[src/rtl/serial_add_ctrl_if.sv]
// serial_add_ctrl_if: start/done handshake and operand/result bus of the bit-serial adder; SERIAL_ADD_SUB_EN adds sub.
interface serial_add_ctrl_if #(parameter int WIDTH = 8);
  logic             start;
  logic [WIDTH-1:0] a;
  logic [WIDTH-1:0] b;
  logic             cin;
`ifdef SERIAL_ADD_SUB_EN
  logic             sub;
`endif
  logic             busy;
  logic             done;
  logic [WIDTH-1:0] sum;
  logic             cout;
  modport master (
`ifdef SERIAL_ADD_SUB_EN
    output sub,
`endif
    output start, a, b, cin,
    input  busy, done, sum, cout
  );
  modport slave (
`ifdef SERIAL_ADD_SUB_EN
    input  sub,
`endif
    input  start, a, b, cin,
    output busy, done, sum, cout
  );
endinterface

[src/rtl/serial_add_ctrl.sv]
// serial_add_ctrl: bit-serial adder sequencer, one full-add cell time-shared LSB-first; SERIAL_ADD_SUB_EN enables subtract.
module serial_add_ctrl #(
  parameter  int WIDTH = 8,
  localparam int CNT_W = $clog2(WIDTH + 1)
) (
  input logic              clk,
  input logic              rst,
  serial_add_ctrl_if.slave io
);
  typedef enum logic [1:0] {IDLE, RUN, DONE} state_t;
  state_t             state_q, state_d;
  logic [WIDTH-1:0]   a_q, a_d, b_q, b_d, sum_q, sum_d;
  logic               carry_q, carry_d, cout_q, cout_d;
  logic [CNT_W-1:0]   cnt_q, cnt_d;
  logic               s, c_nxt, b_inv, c_init;
`ifdef SERIAL_ADD_SUB_EN
  assign b_inv  = io.sub;
  assign c_init = io.sub | io.cin;
`else
  assign b_inv  = 1'b0;
  assign c_init = io.cin;
`endif
  always_ff @(posedge clk or posedge rst) begin
    if (rst) begin
      state_q <= IDLE;
      a_q     <= '0;
      b_q     <= '0;
      sum_q   <= '0;
      carry_q <= 1'b0;
      cout_q  <= 1'b0;
      cnt_q   <= '0;
    end else begin
      state_q <= state_d;
      a_q     <= a_d;
      b_q     <= b_d;
      sum_q   <= sum_d;
      carry_q <= carry_d;
      cout_q  <= cout_d;
      cnt_q   <= cnt_d;
    end
  end
  always_comb begin
    state_d = state_q;
    a_d     = a_q;
    b_d     = b_q;
    sum_d   = sum_q;
    carry_d = carry_q;
    cout_d  = cout_q;
    cnt_d   = cnt_q;
    s       = a_q[0] ^ b_q[0] ^ carry_q;
    c_nxt   = (a_q[0] & b_q[0]) | (carry_q & (a_q[0] ^ b_q[0]));
    if (state_q == RUN) begin
      a_d     = a_q >> 1;
      b_d     = b_q >> 1;
      sum_d   = WIDTH'({s, sum_q} >> 1);
      carry_d = c_nxt;
      cout_d  = c_nxt;
      cnt_d   = cnt_q + 1'b1;
      state_d = (cnt_q == CNT_W'(WIDTH - 1)) ? DONE : RUN;
    end else if (io.start) begin
      a_d     = io.a;
      b_d     = b_inv ? ~io.b : io.b;
      carry_d = c_init;
      cnt_d   = '0;
      state_d = RUN;
    end else begin
      state_d = IDLE;
    end
  end
  assign io.busy = (state_q == RUN);
  assign io.done = (state_q == DONE);
  assign io.sum  = sum_q;
  assign io.cout = cout_q;
endmodule

[src/flat_wrapper.sv]
// flat-port wrapper written by rule: the top's interface ports become plain ports
module serial_add_ctrl_flat 
#(
  parameter  int WIDTH = 8,
  localparam int CNT_W = $clog2(WIDTH + 1)
)
  (clk, rst, io_start, io_a, io_b, io_cin, io_busy, io_done, io_sum, io_cout);
  serial_add_ctrl_if #(.WIDTH(WIDTH)) io_i ();
  input logic clk;
  input logic rst;
  input wire logic [$bits(io_i.start)-1:0] io_start;
  input wire logic [$bits(io_i.a)-1:0] io_a;
  input wire logic [$bits(io_i.b)-1:0] io_b;
  input wire logic [$bits(io_i.cin)-1:0] io_cin;
  output wire logic [$bits(io_i.busy)-1:0] io_busy;
  output wire logic [$bits(io_i.done)-1:0] io_done;
  output wire logic [$bits(io_i.sum)-1:0] io_sum;
  output wire logic [$bits(io_i.cout)-1:0] io_cout;
  assign io_i.start = io_start;
  assign io_i.a = io_a;
  assign io_i.b = io_b;
  assign io_i.cin = io_cin;
  assign io_busy = io_i.busy;
  assign io_done = io_i.done;
  assign io_sum = io_i.sum;
  assign io_cout = io_i.cout;
  serial_add_ctrl #(.WIDTH(WIDTH)) u_core (.clk(clk), .rst(rst), .io(io_i));
endmodule
[config.mk]
export PLATFORM = sky130hd
export DESIGN_NAME = serial_add_ctrl_flat
export DESIGN_NICKNAME = d
export VERILOG_FILES = /design/src/rtl/serial_add_ctrl_if.sv /design/src/rtl/serial_add_ctrl.sv /design/src/flat_wrapper.sv
export SDC_FILE = /design/constraint.sdc
export NUM_CORES = 1
export LEC_CHECK = 0
export ABC_AREA = 1
export CAP_MARGIN = 20
export CORE_MARGIN = 4
export CORE_UTILIZATION = 29
export CTS_CLUSTER_DIAMETER = 80
export CTS_CLUSTER_SIZE = 12
export DETAILED_ROUTE_END_ITERATION = 6
export PLACE_DENSITY_LB_ADDON = 0.12
export SYNTH_ARGS = -nofsm -noshare
export SYNTH_HDL_FRONTEND = slang
export SYNTH_SLANG_ARGS = --single-unit
[constraint.sdc]
create_clock -name clk -period 2.7 [get_ports clk]
set_clock_uncertainty 0.15 [all_clocks]
set_input_delay 0.54 -clock clk [delete_from_list [all_inputs] [get_ports clk]]
set_output_delay 0.54 -clock clk [all_outputs]
set_load 0.02 [all_outputs]
[Word-level counts from Yosys, hierarchy flattened]
Index checks and enable logic that the tools add are counted.
Word-level totals
  flip-flop bits (word level): 32
  output and inout port bits: 11
  bits of input ports: 20
  word-level logic and storage cells: 28
Operators by class
  equality and inequality tests: 3
  mux-type cells: 11
  bitwise logic cells: 5
  reductions and logical operators: 1
  add/subtract/negate cells: 1
Operator list (count)
  8-bit 2-to-1 mux: 4
  4-bit 2-to-1 mux: 2
  4-bit by 1-bit adder with 4-bit output (second input constant): 1
  4-bit by 3-bit == test with 1-bit output (second input constant): 1
  2-bit 2-to-1 mux: 2
  1-bit 2-to-1 mux: 3
  1-bit AND: 2
  2-bit by 1-bit == test with 1-bit output (second input constant): 1
  2-bit == test (second input constant): 1
  2-bit nonzero test: 1
  1-bit bitwise XOR: 2
  1-bit OR: 1

[Depth between registers and ports, before layout]
  depth after elaboration: 4
  depth in mapped cells: 7
  mapped depth without buffers: 6

[Worst setup path after synthesis]
Ideal clock, no wire load.
  path type: reg2out
  start: register u_core.state_q[1]
  end: output io_busy
  path slack: 1.189 ns
  stages on the path, launching flop included: 4
  arrival: 0.821 ns
  cells stage by stage: dfrtp_1 > nor2_4 > buf_6 > buf_6
Between the ends
  longest elaborated chain between the ends: 1
RTL lines
  start: declaration: line serial_add_ctrl.sv:11  | state_t state_q, state_d;
  start signal: assignment: line serial_add_ctrl.sv:33  | state_q <= state_d;
  2-bit by 1-bit == test with 1-bit output: line serial_add_ctrl.sv:70  | assign io.busy = (state_q == RUN);
  end: declaration: line flat_wrapper.sv:15  | output wire logic [$bits(io_i.busy)-1:0] io_busy;
Every way passes these cells.

[Worst setup path in the final report]
  start: register u_core.state_q[1]
  end: output io_done
Between the ends
  longest elaborated chain between the ends: 1
RTL lines
  2-bit == test: line serial_add_ctrl.sv:71  | assign io.done = (state_q == DONE);
  end: declaration: line flat_wrapper.sv:16  | output wire logic [$bits(io_i.done)-1:0] io_done;
Every way passes these cells.

==> flow_metrics.env <==
export IMPL_synthesis_nets=186
export IMPL_p_int_mw=1.238
export IMPL_start_util_pct=30.16
export IMPL_post_drt_wl_per_cell_um=11.26
export IMPL_syn_inst=164
export IMPL_synth_area_mm2=0.001434
export IMPL_die_area_mm2=0.006133
export IMPL_grt_start_max_net_pins=33
export IMPL_ir_drop_v=0.0003605
export IMPL_cts_root_buf="clkbuf_8"
export IMPL_num_vias=1175
export IMPL_gr_total_overflow=0
export IMPL_ant_nets=0
export IMPL_cpPeakStageDelay_ns=0.61
export IMPL_drt_first_pass_iters=4
export IMPL_diodes=0
export IMPL_power_frac_comb_pct=41.3
export IMPL_synthArstFlopShare_pct=100.0
export IMPL_routed_wirelength_um=2985
export IMPL_post_route_period_util_pct=79.32
export IMPL_synth_top_area_share_pct=55.85
export IMPL_finalSetupTns_ns=0
export IMPL_synth_top_area_cell="dfrtp_1"
export IMPL_fmax_mhz=466.9
export IMPL_place_congestion=0.7299
export IMPL_clock_latency_ns=0.29
export IMPL_placed_area_mm2=0.001778
export IMPL_powerDensity_mw_per_mm2=1098
export IMPL_grt_pass1_vias=1176
export IMPL_clkPwrFrac_pct=18.4
export IMPL_cts_hold_buf=0
export IMPL_hold_ws_ns=0.3280
export IMPL_total_power_mw=2.054
export IMPL_clkTransAtPathRegs_ns=0.07
export IMPL_path_class="flop to output port"
export IMPL_synth_edf_count=0
export IMPL_grt_setup_unrepaired="no"
export IMPL_coreArea_mm2=0.004755
export IMPL_nets=219
export IMPL_seq_area_frac_synth_pct=55.85
export IMPL_setup_violations=0
export IMPL_track_usage_pct=11.27
export IMPL_post_cts_buffers=0
export IMPL_synth_cell_types=20
export IMPL_status="complete, no violations"
export IMPL_numCtsBuffers=5
export IMPL_critPathLaunchType="flop"
export IMPL_clock_path_buffers=2
export IMPL_fp_row_count=25
export IMPL_crit_path_end_kind="output port"
export IMPL_synth_top_cells_by_area="dfrtp_1 (56%), nand2_1 (19%), nand3_1 (11%)"
export IMPL_fin_crit_ns=2.142
export IMPL_grt_pass1_wl_um=5354
export IMPL_crit_arrival_ns=1.45
export IMPL_path_max_fanout=2
export IMPL_worstPathCellList="inv_1 -> nor2_1 -> clkdlybuf4s50_1"
export IMPL_ys_seq_elements=32
export IMPL_stdcell_area_mm2=0.001871
export IMPL_syn_area_per_cell_um2=8.743
export IMPL_relSlewSlack_pct=65.75
export IMPL_fin_util_pct=39.34
export IMPL_yosysWarnings=0
export IMPL_cts_htree_levels=2
export IMPL_die_w_um=78.32
export IMPL_cts_tree="yes"
export IMPL_switching_share_pct=39.72
export IMPL_portBuffers=30
export IMPL_cts_sink_count=32
export IMPL_num_io_pins=31
export IMPL_worst_ep_required_time_ns=2.01
export IMPL_hpwlAfterDp_um=2027
export IMPL_slowest_stage="clkdlybuf4s50_1"
export IMPL_slew_viol_final=0
export IMPL_antenna_found_initial=0
export IMPL_drcViolationCount=0
export IMPL_synth_ff_type="dfrtp_1"
export IMPL_area_delta_synth_final_pct=30.45
export IMPL_min_path_type="flop to flop"
export IMPL_p_leak_nw=0.9098
export IMPL_cap_violations=0
export IMPL_tightest_slew_ns=0.5119
export IMPL_synthTopCellsByCount="nand2_1 (73), dfrtp_1 (32), nand3_1 (31), inv_1 (5), nor2_1 (3)"
export IMPL_synth_most_common_cell="nand2_1"
export IMPL_cts_resized=0
export IMPL_pwr_share_seq_pct=40.2
export IMPL_die_h_um=78.32
export IMPL_hold_violations=0
export IMPL_fillers=504
export IMPL_first_iter_violations=55
export IMPL_vias_per_cell=4.434
export IMPL_netSwitchingPower_mw=0.8159
export IMPL_drive_gt1_share_pct=9.091
## state kept, by name (all words and copies together), names as in the netlist
register / count
u_core.a_q: 8
u_core.b_q: 8
u_core.io.sum: 8
u_core.cnt_q: 4
u_core.state_q: 2
u_core.carry_q: 1
u_core.io.cout: 1
## final timing paths
| path | cells after the start | from | endpoint | slack (ns) |
|---|---|---|---|---|
| worst max-delay path | 3 | u_core.state_q[1]$_DFF_PP0_ | io_done | 0.56 |
| worst min-delay path | 2 | u_core.a_q[7]$_DFFE_PP0P_ | u_core.a_q[7]$_DFFE_PP0P_ | 0.33 |
| worst max register to register | 6 | u_core.state_q[0]$_DFF_PP0_ | u_core.cnt_q[0]$_DFFE_PP0P_ | 1.17 |
| worst min register to register | 2 | u_core.a_q[7]$_DFFE_PP0P_ | u_core.a_q[7]$_DFFE_PP0P_ | 0.33 |
| max in group asynchronous | 3 | rst | u_core.b_q[1]$_DFFE_PP0P_ | 1.60 |
| min in group asynchronous | 3 | rst | u_core.a_q[0]$_DFFE_PP0P_ | 0.50 |
## per-layer routing
metal | vias to the layer above | track usage [%] | share of wire [%]
met1 | 546 | 14.61 | 47
met2 | 36 | 17.04 | 44
met3 | 6 | 4.358 | 7.4
met5 | - | 0 | 0
li1 | 587 | - | -
met4 | 0 | 4.196 | 1.7
## worst max-delay path, delay by kind of cell (launching register included)
family                 cells  cell delay, ns
buffers and inverters      2            0.69
and+or+nand+nor            1            0.10
DFF                        1            0.39
## power groups by stage
stage / Sequential [mW] / Clock [mW] / Combinational (mW)
2_1_floorplan: 0.884 / 0 / 0.576
4_1_cts: 0.829 / 0.393 / 0.869
3_5_place_dp: 0.837 / 0 / 0.866
6_report: 0.827 / 0.378 / 0.849
5_1_grt: 0.861 / 0.415 / 0.977
3_3_place_gp: 0.831 / 0 / 0.847
## cell families (layout without fill, tap and decap cells)
family          after synthesis  in the layout  share of synthesized area, %
simple gates                115            115                         35.25
flops                        32             32                         55.85
fa+ha+maj                     2              2                         2.269
compound gates                2              2                        0.6981
buf+inv                      13             47                         5.933
## layout by cell type (no fill, tap or decap), drive strengths merged, types with 2 or more instances in the layout
cell / instances
dfrtp: 32
inv: 6
clkbuf: 6
clkinv: 2
nand3: 32
buf: 3
clkdlybuf4s50: 30
o21ai: 2
nor2: 6
nand2: 74
## final cells by class
type | instances | area, µm² | area share, %
Timing Repair Buffer | 33 | 322.8 | 17.26
Clock inverter | 2 | 10.01 | 0.5351
Sequential cell | 32 | 800.8 | 42.81
Clock buffer | 6 | 82.58 | 4.415
Multi-Input combinational cell | 119 | 548.0 | 29.30
Inverter | 6 | 22.52 | 1.204
Tap cell | 67 | 83.83 | 4.482
## per-stage QoR
step	setup slack, ns	instances
floorplan	1.189	164
global route	0.5030	265
CTS	0.5414	265
detailed placement	0.6851	257
finish	0.5584	265
global placement	0.7231	257
(Power assumes the default switching activity.)
